<file path="src/rtl/fwd_pkg.sv">
// Shared types for the forwarding/hazard unit: forward-select codes
// and the per-stage destination tag carried through EX, MEM and WB.
package fwd_pkg;

  typedef enum logic [1:0] {
    FWD_RF  = 2'b00,
    FWD_MEM = 2'b01,
    FWD_WB  = 2'b10
  } fwd_sel_t;

  // Tag address width; narrower register files are zero-extended into it.
  localparam int TAG_AW = 8;

  typedef struct packed {
    logic              valid;
    logic              we;
    logic              is_load;
    logic [TAG_AW-1:0] dst;
  } fwd_tag_t;

  function automatic logic tag_hit(
    input fwd_tag_t          t,
    input logic [TAG_AW-1:0] a
  );
    return t.valid && t.we && (t.dst == a) && (a != '0);
  endfunction

endpackage

</file>
<file path="src/rtl/fwd_stage_reg.sv">
// Async-reset tag register with load and bubble control.
// Bubble has priority over load and clears the entry.
module fwd_stage_reg #(
  parameter int W = 1
) (
  input  logic         clk_i,
  input  logic         rst_ni,
  input  logic         load_i,
  input  logic         bubble_i,
  input  logic [W-1:0] d_i,
  output logic [W-1:0] q_o
);

  logic [W-1:0] q_q;
  logic [W-1:0] q_d;

  always_comb begin
    q_d = q_q;
    if (bubble_i) begin
      q_d = '0;
    end else if (load_i) begin
      q_d = d_i;
    end
  end

  always_ff @(posedge clk_i or negedge rst_ni) begin
    if (!rst_ni) begin
      q_q <= '0;
    end else begin
      q_q <= q_d;
    end
  end

  assign q_o = q_q;

endmodule

</file>
<file path="src/rtl/fwd_hazard_unit.sv">
// Operand forwarding and load-use stall for the 16-bit pipeline.
// Define FWD_WB_BYPASS_EN to enable WB-stage forwarding (1-cycle load-use).
module fwd_hazard_unit
  import fwd_pkg::*;
#(
  parameter int DATA_W  = 16,
  parameter int REG_AW  = 3,
  parameter int NUM_SRC = 2
) (
  input  logic                      clk,
  input  logic                      rst_n,
  input  logic                      id_valid,
  input  logic [NUM_SRC*REG_AW-1:0] id_src_addr,
  input  logic [NUM_SRC-1:0]        id_src_used,
  input  logic [REG_AW-1:0]         id_dst_addr,
  input  logic                      id_dst_we,
  input  logic                      id_is_load,
  input  logic                      flush,
  input  logic [DATA_W-1:0]         mem_data,
  input  logic [DATA_W-1:0]         wb_data,
  output logic                      stall,
  output logic [NUM_SRC*2-1:0]      fwd_sel,
  output logic [NUM_SRC-1:0]        fwd_valid,
  output logic [NUM_SRC*DATA_W-1:0] fwd_data
);

  localparam int TW = $bits(fwd_tag_t);
  localparam int SW = NUM_SRC * (REG_AW + 1);

  fwd_tag_t id_tag;
  fwd_tag_t ex_q;
  fwd_tag_t mem_q;
  fwd_tag_t wb_q;

  logic [NUM_SRC-1:0]        ex_used;
  logic [NUM_SRC*REG_AW-1:0] ex_addr;
  logic                      ex_load;

  assign id_tag = '{
    valid:   id_valid,
    we:      id_dst_we,
    is_load: id_is_load,
    dst:     TAG_AW'(id_dst_addr)
  };

  assign ex_load = id_valid && !stall && !flush;

  fwd_stage_reg #(.W(TW)) u_ex (
    .clk_i    (clk),
    .rst_ni   (rst_n),
    .load_i   (ex_load),
    .bubble_i (!ex_load),
    .d_i      (id_tag),
    .q_o      (ex_q)
  );

  fwd_stage_reg #(.W(SW)) u_ex_src (
    .clk_i    (clk),
    .rst_ni   (rst_n),
    .load_i   (ex_load),
    .bubble_i (!ex_load),
    .d_i      ({id_src_used, id_src_addr}),
    .q_o      ({ex_used, ex_addr})
  );

  fwd_stage_reg #(.W(TW)) u_mem (
    .clk_i    (clk),
    .rst_ni   (rst_n),
    .load_i   (1'b1),
    .bubble_i (1'b0),
    .d_i      (ex_q),
    .q_o      (mem_q)
  );

  fwd_stage_reg #(.W(TW)) u_wb (
    .clk_i    (clk),
    .rst_ni   (rst_n),
    .load_i   (1'b1),
    .bubble_i (1'b0),
    .d_i      (mem_q),
    .q_o      (wb_q)
  );

  // Without WB bypass a load in MEM is still too young for the RF read.
  always_comb begin
    stall = 1'b0;
    for (int i = 0; i < NUM_SRC; i++) begin
      if (id_valid && id_src_used[i]) begin
        if (ex_q.is_load &&
            tag_hit(ex_q, TAG_AW'(id_src_addr[i*REG_AW +: REG_AW]))) begin
          stall = 1'b1;
        end
`ifndef FWD_WB_BYPASS_EN
        if (mem_q.is_load &&
            tag_hit(mem_q, TAG_AW'(id_src_addr[i*REG_AW +: REG_AW]))) begin
          stall = 1'b1;
        end
`endif
      end
    end
  end

  always_comb begin
    fwd_sel   = '0;
    fwd_valid = '0;
    fwd_data  = '0;
    for (int i = 0; i < NUM_SRC; i++) begin
      if (ex_q.valid && ex_used[i]) begin
        if (!mem_q.is_load &&
            tag_hit(mem_q, TAG_AW'(ex_addr[i*REG_AW +: REG_AW]))) begin
          fwd_sel[2*i +: 2]       = FWD_MEM;
          fwd_data[i*DATA_W +: DATA_W] = mem_data;
        end
`ifdef FWD_WB_BYPASS_EN
        else if (tag_hit(wb_q, TAG_AW'(ex_addr[i*REG_AW +: REG_AW]))) begin
          fwd_sel[2*i +: 2]       = FWD_WB;
          fwd_data[i*DATA_W +: DATA_W] = wb_data;
        end
`endif
      end
      fwd_valid[i] = |fwd_sel[2*i +: 2];
    end
  end

  logic unused_wb;
`ifdef FWD_WB_BYPASS_EN
  assign unused_wb = wb_q.is_load;
`else
  assign unused_wb = ^{wb_q, wb_data};
`endif

endmodule

</file>
<file path="config.mk">
export PLATFORM = sky130hd
export DESIGN_NAME = fwd_hazard_unit
export DESIGN_NICKNAME = d
export VERILOG_FILES = /design/src/rtl/fwd_pkg.sv /design/src/rtl/fwd_stage_reg.sv /design/src/rtl/fwd_hazard_unit.sv
export SDC_FILE = /design/constraint.sdc
export NUM_CORES = 1
export LEC_CHECK = 0
export BUFFER_PORTS_ARGS = -buffer_cell sky130_fd_sc_hd__buf_2
export CORE_ASPECT_RATIO = 0.9
export CORE_MARGIN = 8
export CORE_UTILIZATION = 51
export CTS_CLUSTER_SIZE = 20
export DETAILED_ROUTE_END_ITERATION = 10
export HOLD_SLACK_MARGIN = 0.05
export MAX_ROUTING_LAYER = met4
export PLACE_DENSITY_LB_ADDON = 0.2
export SETUP_SLACK_MARGIN = 0.1
export SLEW_MARGIN = 20
export SYNTH_ARGS = -nofsm -noshare
export SYNTH_HDL_FRONTEND = slang
export SYNTH_HIERARCHICAL = 1
export SYNTH_SLANG_ARGS = --single-unit
</file>
<file path="constraint.sdc">
create_clock -name clk -period 3.8 [get_ports clk]
set_input_delay 0.57 -clock clk [delete_from_list [all_inputs] [get_ports clk]]
set_output_delay 0.57 -clock clk [all_outputs]
set_load 0.05 [all_outputs]
</file>
==> results of run 1 <==
## cell type report
cell class	count	area [µm²]
timing repair buffer	71	360
sequential	30	751
clock inverter	2	12.5
tap	46	57.6
multi-input combinational	146	1030
clock buffer	6	82.6
fill	317	1300
inverter	2	7.51
## critical path, stage by stage (launching register included)
cell      delay (ps)
dfrtp_1          410
nor4_4           360
nand4_4          180
a211oi_4         550
and2_1           200
buf_2            260
## through the flow
| stage | utilization | instance area (µm²) |
|---|---|---|
| floorplan | - | 1900 |
| global placement | 0.613 | 2210 |
| global route | 0.640 | 2300 |
| CTS | 0.640 | 2300 |
| detailed placement | 0.613 | 2210 |
| finish | 0.640 | 2300 |
## power groups by stage
stage          combinational, mW  clock (mW)  sequential (mW)
2_1_floorplan             0.0503           0            0.334
4_1_cts                   0.0790       0.274            0.331
3_5_place_dp              0.0788           0            0.337
5_1_grt                   0.0889       0.287            0.331
3_3_place_gp              0.0770           0            0.336
6_report                  0.0803       0.270            0.330
## cells in the mapped netlist, drive strengths merged, types with 2 or more instances
cell     instances
inv              2
o21ai            2
clkbuf           3
mux2i           30
and2            32
o311a            2
dfrtp           30
nor3             3
xor2             7
buf             12
nand4            4
nor2            32
xnor2            9
nand2            2
conb             2
o2111ai          2
## worst max-delay path by stage
stage	slack (ps)	cells past startpoint	from	to
2_1_floorplan	1130	4	id_src_addr[4]	stall
3_3_place_gp	1070	7	id_src_addr[3]	u_ex/q_o[6]$_DFFE_PN0P_
3_5_place_dp	1020	7	id_src_addr[3]	u_ex/q_o[6]$_DFFE_PN0P_
4_1_cts	970	5	u_mem/q_o[5]$_DFFE_PN0P_	fwd_data[8]
5_1_grt	830	5	u_mem/q_o[5]$_DFFE_PN0P_	fwd_data[13]
6_report	980	5	u_mem/q_o[5]$_DFFE_PN0P_	fwd_data[14]
## sequential cells by signal (all words and copies together) (netlist names)
register      count
u_mem/q_o        11
u_ex_src/q_o      8
u_ex/q_o         11
## metal layers
layer  GRT usage  part of all wire  up-vias
met1       0.192              0.43      708
met2       0.259              0.51       34
li1            -                 -      744
met3      0.0452             0.052        5
met4      0.0493            0.0077        0
met5           -                 0        -
## cells by family (layout without fill, tap and decap cells)
logic type,Yosys count,in the layout,synth area share
DFF,30,30,0.403
muxes,30,30,0.161
xor gates and xnor gates,16,16,0.0752
AOI/OAI and AO/OA,11,11,0.0564
other,2,11,0.00403
buffers and inverters,17,81,0.0618
and+or+nand+nor,78,78,0.238
==> impl_metrics.tcl, run 1 <==
set metrics [dict create \
    drc 0 \
    synth_edf_count 0 \
    core_um2 3600 \
    clk_latency_ps 280 \
    worstPathRequired_ps 3230 \
    relSlewSlack 0.540 \
    instances_no_fill 303 \
    cts_setup_buffers 0 \
    wirelength_mm 4.56 \
    vias 1491 \
    clk_pin_slew_worst_paths_ps 70 \
    pre_cts_slack_ps 1020 \
    path_max_fanout 18 \
    diodes 0 \
    cts-root-buf "clkbuf_8" \
    final_cell_mix "buf_2 (69), and2_1 (32), nor2_1 (32)" \
    syn-cell-area_um2 1860 \
    endpoint_kind "primary output" \
    first_iter_violations 103 \
    antenna_found_initial 0 \
    die-area_um2 5850 \
    io_pins 88 \
    gp_congestion 0.763 \
    die_x_um 79.7 \
    drtPass1Iterations 4 \
    timing.hold.ws_ps 315 \
    period_needed_ps 2820 \
    ys_top_cells_by_area "dfrtp_1 (40%), mux2i_1 (16%), and2_1 (11%), nor2_1 (6.4%), xnor2_1 (4.2%)" \
    yosys.cell_types.count 32 \
    layout-area-overhead-vs-synth_pct 23.6 \
    yosysTopAreaCell "dfrtp_1" \
    leakagePower_nw 1.21 \
    antenna_left 0 \
    hold_class "in -> async" \
    crit_type "reg -> out" \
    maxCapViolations 0 \
    die_h_um 73.3 \
    setup_viol 0 \
    grt_max_degree 31 \
    worst_pin_slew_ps 690 \
    power_density_nw_per_um2 296 \
    numCtsBuffers 5 \
    reg2reg_slack_ps 1390 \
    ctsResizeCount 0 \
    ys_seq_elements 30 \
    start_util 0.518 \
    finalHoldViolCount 0 \
    htree_levels 2 \
    avgSynthCellArea_um2 10.1 \
    fmax_mhz 354 \
    clock_sinks 30 \
    cts_tree "yes" \
    io_buffer_count 69 \
    fin_crit_sh 0.743 \
    pwr-share-seq 0.485 \
    cts_buffer_depth 2 \
    synthCells 184 \
    grt_pass1_vias 1448 \
    tns_ps 0 \
    rsz0062_at_grt "false" \
    rows 21 \
    placed_cells 295 \
    grt-ovfl-total 0 \
    swShare 0.259 \
    combinationalPowerShare 0.118 \
    yosysSeqAreaShare 0.403 \
    clkPwrFrac 0.397 \
    yosys_warnings 6 \
    p_sw_mw 0.177 \
    worstPathArrival_ps 2250 \
    drive_above_1_share 0.323 \
    grt_pass1_wl_mm 7.19 \
    p_int_mw 0.504 \
    final_nets 305 \
    final_common_cell "buf_2" \
    ir_drop_uv 237 \
    async_flop_share 1.00 \
    finalClockSkew_ps 5.23 \
    routedWlPerCell_um 15.1 \
    total_power_mw 0.681 \
    reg2reg_to "u_ex/q_o[6]$_DFFE_PN0P_" \
    startpoint_type "register" \
    reg2reg_from "u_ex/q_o[1]$_DFFE_PN0P_" \
    status "completed" \
    ff2ff_path_depth 7 \
    hold_buffers 0 \
    hpwl_mm 3.50 \
    ys.flop_type "dfrtp_1" \
    grt_usage 0.162 \
    yosys.area.top_type_share 0.403 \
    fin_ws_ps 978 \
    viasPerCell 4.92 \
    drv_slew 0 \
]
No activity file was read; power rests on OpenSTA's default activity.
==> inputs of run 2 (changes only) <==
--- a/config.mk
+++ b/config.mk
@@ -5,10 +5,11 @@
 export SDC_FILE = /design/constraint.sdc
 export NUM_CORES = 1
 export LEC_CHECK = 0
+export ABC_AREA = 1
 export BUFFER_PORTS_ARGS = -buffer_cell sky130_fd_sc_hd__buf_2
 export CORE_ASPECT_RATIO = 0.9
 export CORE_MARGIN = 8
-export CORE_UTILIZATION = 51
+export CORE_UTILIZATION = 48
 export CTS_CLUSTER_SIZE = 20
 export DETAILED_ROUTE_END_ITERATION = 10
 export HOLD_SLACK_MARGIN = 0.05
==> constraint.sdc (replaced) <==
create_clock -name clk -period 2.74 [get_ports clk]
set_input_delay 0.411 -clock clk [delete_from_list [all_inputs] [get_ports clk]]
set_output_delay 0.411 -clock clk [all_outputs]
set_load 0.05 [all_outputs]
==> impl_metrics.tcl, run 2 <==
set metrics [dict create \
    status "completed" \
    wirelength_mm 5.00 \
    yosys.area.top_type_share 0.379 \
    io_pins 88 \
    pre_cts_slack_ps 544 \
    yosys_warnings 6 \
    rsz0062_at_grt "false" \
    yosys.cell_types.count 22 \
    finalHoldViolCount 0 \
    period_needed_ps 2370 \
    ys.flop_type "dfrtp_1" \
    cts_buffer_depth 2 \
    startpoint_type "register" \
    core_um2 4020 \
    grt_pass1_vias 1934 \
    crit_type "reg -> out" \
    synth_commonest_cells "nand2_1 (113), nand3_1 (36), inv_1 (32), dfrtp_1 (30), nor2_1 (27)" \
    final_nets 423 \
    hold_class "in -> async" \
    avgSynthCellArea_um2 6.60 \
    cts_tree "yes" \
    final_common_cell "nand2_1" \
    grt_usage 0.166 \
    async_flop_share 1.00 \
    fin_ws_ps 366 \
    rows 22 \
    grt_pass1_wl_mm 8.85 \
    start_util 0.493 \
    grt-ovfl-total 0 \
    antenna_left 0 \
    path_max_fanout 16 \
    drive_above_1_share 0.267 \
    endpoint_kind "primary output" \
    drv_slew 0 \
    diodes 0 \
    maxCapViolations 0 \
    numCtsBuffers 5 \
    reg2reg_slack_ps 770 \
    grt_max_degree 31 \
    worst_path_max_delay_cell "dfrtp_1" \
    path_cells "nor2_1 -> nand2_1 -> nor2_2 -> o21ai_1 -> nor2_2 -> inv_2 -> nor2_1 -> buf_2" \
    cpPeakStageDelay_ps 380 \
    viasPerCell 4.74 \
    final_cell_mix "nand2_1 (113), buf_2 (69), nand3_1 (36)" \
    reg2reg_from "u_mem/q_o[5]$_DFFE_PN0P_" \
    tns_ps 0 \
    ys_top_cells_by_area "dfrtp_1 (38%), nand2_1 (21%), nand3_1 (9.1%), inv_1 (6.1%), nor2_1 (5.1%)" \
    fmax_mhz 421 \
    die-area_um2 6440 \
    gp_congestion 0.895 \
    ir_drop_uv 333 \
    routedWlPerCell_um 11.8 \
    relSlewSlack 0.560 \
    yosysSeqAreaShare 0.379 \
    drc 0 \
    layout-area-overhead-vs-synth_pct 22.2 \
    reg2reg_to "u_ex/q_o[9]$_DFFE_PN0P_" \
    placed_cells 415 \
    first_iter_violations 91 \
    setup_viol 0 \
    synth_most_common_cell "nand2_1" \
    instances_no_fill 423 \
    io_buffer_count 69 \
    clk_latency_ps 290 \
    worst_pin_slew_ps 660 \
    hold_buffers 0 \
    ys_seq_elements 30 \
    worstPathArrival_ps 1960 \
    worstPathRequired_ps 2330 \
    power_density_nw_per_um2 391 \
    clock_sinks 30 \
    fin_crit_sh 0.867 \
    die_x_um 83.7 \
    leakagePower_nw 1.48 \
    antenna_found_initial 0 \
    hpwl_mm 4.02 \
    drtPass1Iterations 4 \
    finalClockSkew_ps 7.94 \
    ff2ff_path_depth 12 \
    yosysTopAreaCell "dfrtp_1" \
    synthCells 300 \
    die_h_um 76.9 \
    cts-root-buf "clkbuf_8" \
    synth_edf_count 0 \
    htree_levels 2 \
    clk_pin_slew_worst_paths_ps 70 \
    vias 2003 \
    syn-cell-area_um2 1980 \
]
-- run 2: cell count changes in the layout (fill, tap and decap cells not counted), sizes merged, moves of 7 or more --
cell	delta
nand2	+111
nand3	+36
inv	+34
and2	-32
mux2i	-30
nor3	+13
nor2	+9
xnor2	-7
xor2	-7
-- run 2: logic make-up (layout without fill, tap and decap cells) --
| logic type | Yosys count | in the layout | share of synthesized area |
|---|---|---|---|
| and+or+nand+nor | 208 | 208 | 0.459 |
| DFF | 30 | 30 | 0.379 |
| AOI/OAI and AO/OA | 8 | 8 | 0.0234 |
| other | 2 | 12 | 0.00379 |
| xor gates and xnor gates | 2 | 2 | 0.00885 |
| buffers and inverters | 50 | 115 | 0.126 |
-- run 2: layout make-up --
| class | count | area (µm²) |
|---|---|---|
| tap | 48 | 60.1 |
| multi-input combinational | 230 | 1020 |
| fill | 389 | 1600 |
| clock buffer | 6 | 82.6 |
| clock inverter | 2 | 12.5 |
| sequential | 30 | 751 |
| timing repair buffer | 71 | 360 |
| inverter | 36 | 135 |
-- run 2: how the worst max path moves through the flow --
| stage | startpoint | end | depth (start not counted) |
|---|---|---|---|
| 2_1_floorplan | u_mem/q_o[5]$_DFFE_PN0P_ | fwd_data[15] | 7 |
| 3_3_place_gp | u_mem/q_o[5]$_DFFE_PN0P_ | fwd_data[5] | 8 |
| 3_5_place_dp | u_mem/q_o[5]$_DFFE_PN0P_ | fwd_data[5] | 8 |
| 4_1_cts | u_mem/q_o[5]$_DFFE_PN0P_ | fwd_data[5] | 8 |
| 5_1_grt | u_mem/q_o[2]$_DFFE_PN0P_ | fwd_data[17] | 7 |
| 6_report | u_mem/q_o[5]$_DFFE_PN0P_ | fwd_data[5] | 8 |
-- run 2: power breakdown --
part           internal (mW)  switching (mW)  leakage (nW)
clock network          0.201           0.169        0.0472
registers              0.451         0.00748         0.416
logic                 0.0388          0.0805          1.02
total                  0.691           0.257          1.48
-- run 2: worst max-delay path, delay by kind of cell, from the launching register on --
family | cells | cell delay [ps]
DFF | 1 | 380
buffers and inverters | 2 | 460
AOI/OAI and AO/OA | 1 | 120
and+or+nand+nor | 5 | 700
-- run 2: metal layers --
layer	global-route usage	wire, µm	up-vias	share of wire
met5	-	0	-	0
met4	0.0569	83	0	0.017
met3	0.0560	491	6	0.098
met2	0.257	2070	83	0.41
met1	0.198	2350	857	0.47
li1	-	-	1057	-
-- run 2: timing repair --
action / 4_1_cts / 5_1_grt
buffers inserted: 0 / 0
resized for setup: 0 / 1
endpoints found under the setup margin: 0 / 7
hold endpoints to repair: 0 / 0
-- run 2: metrics by stage --
step	util	power, mW	hold WS [ps]	cell area, µm²
2_1_floorplan	-	0.545	115	2020
3_3_place_gp	0.578	0.582	458	2320
3_5_place_dp	0.578	0.584	467	2320
4_1_cts	0.602	0.953	171	2420
5_1_grt	0.602	0.987	201	2420
6_report	0.602	0.948	147	2420
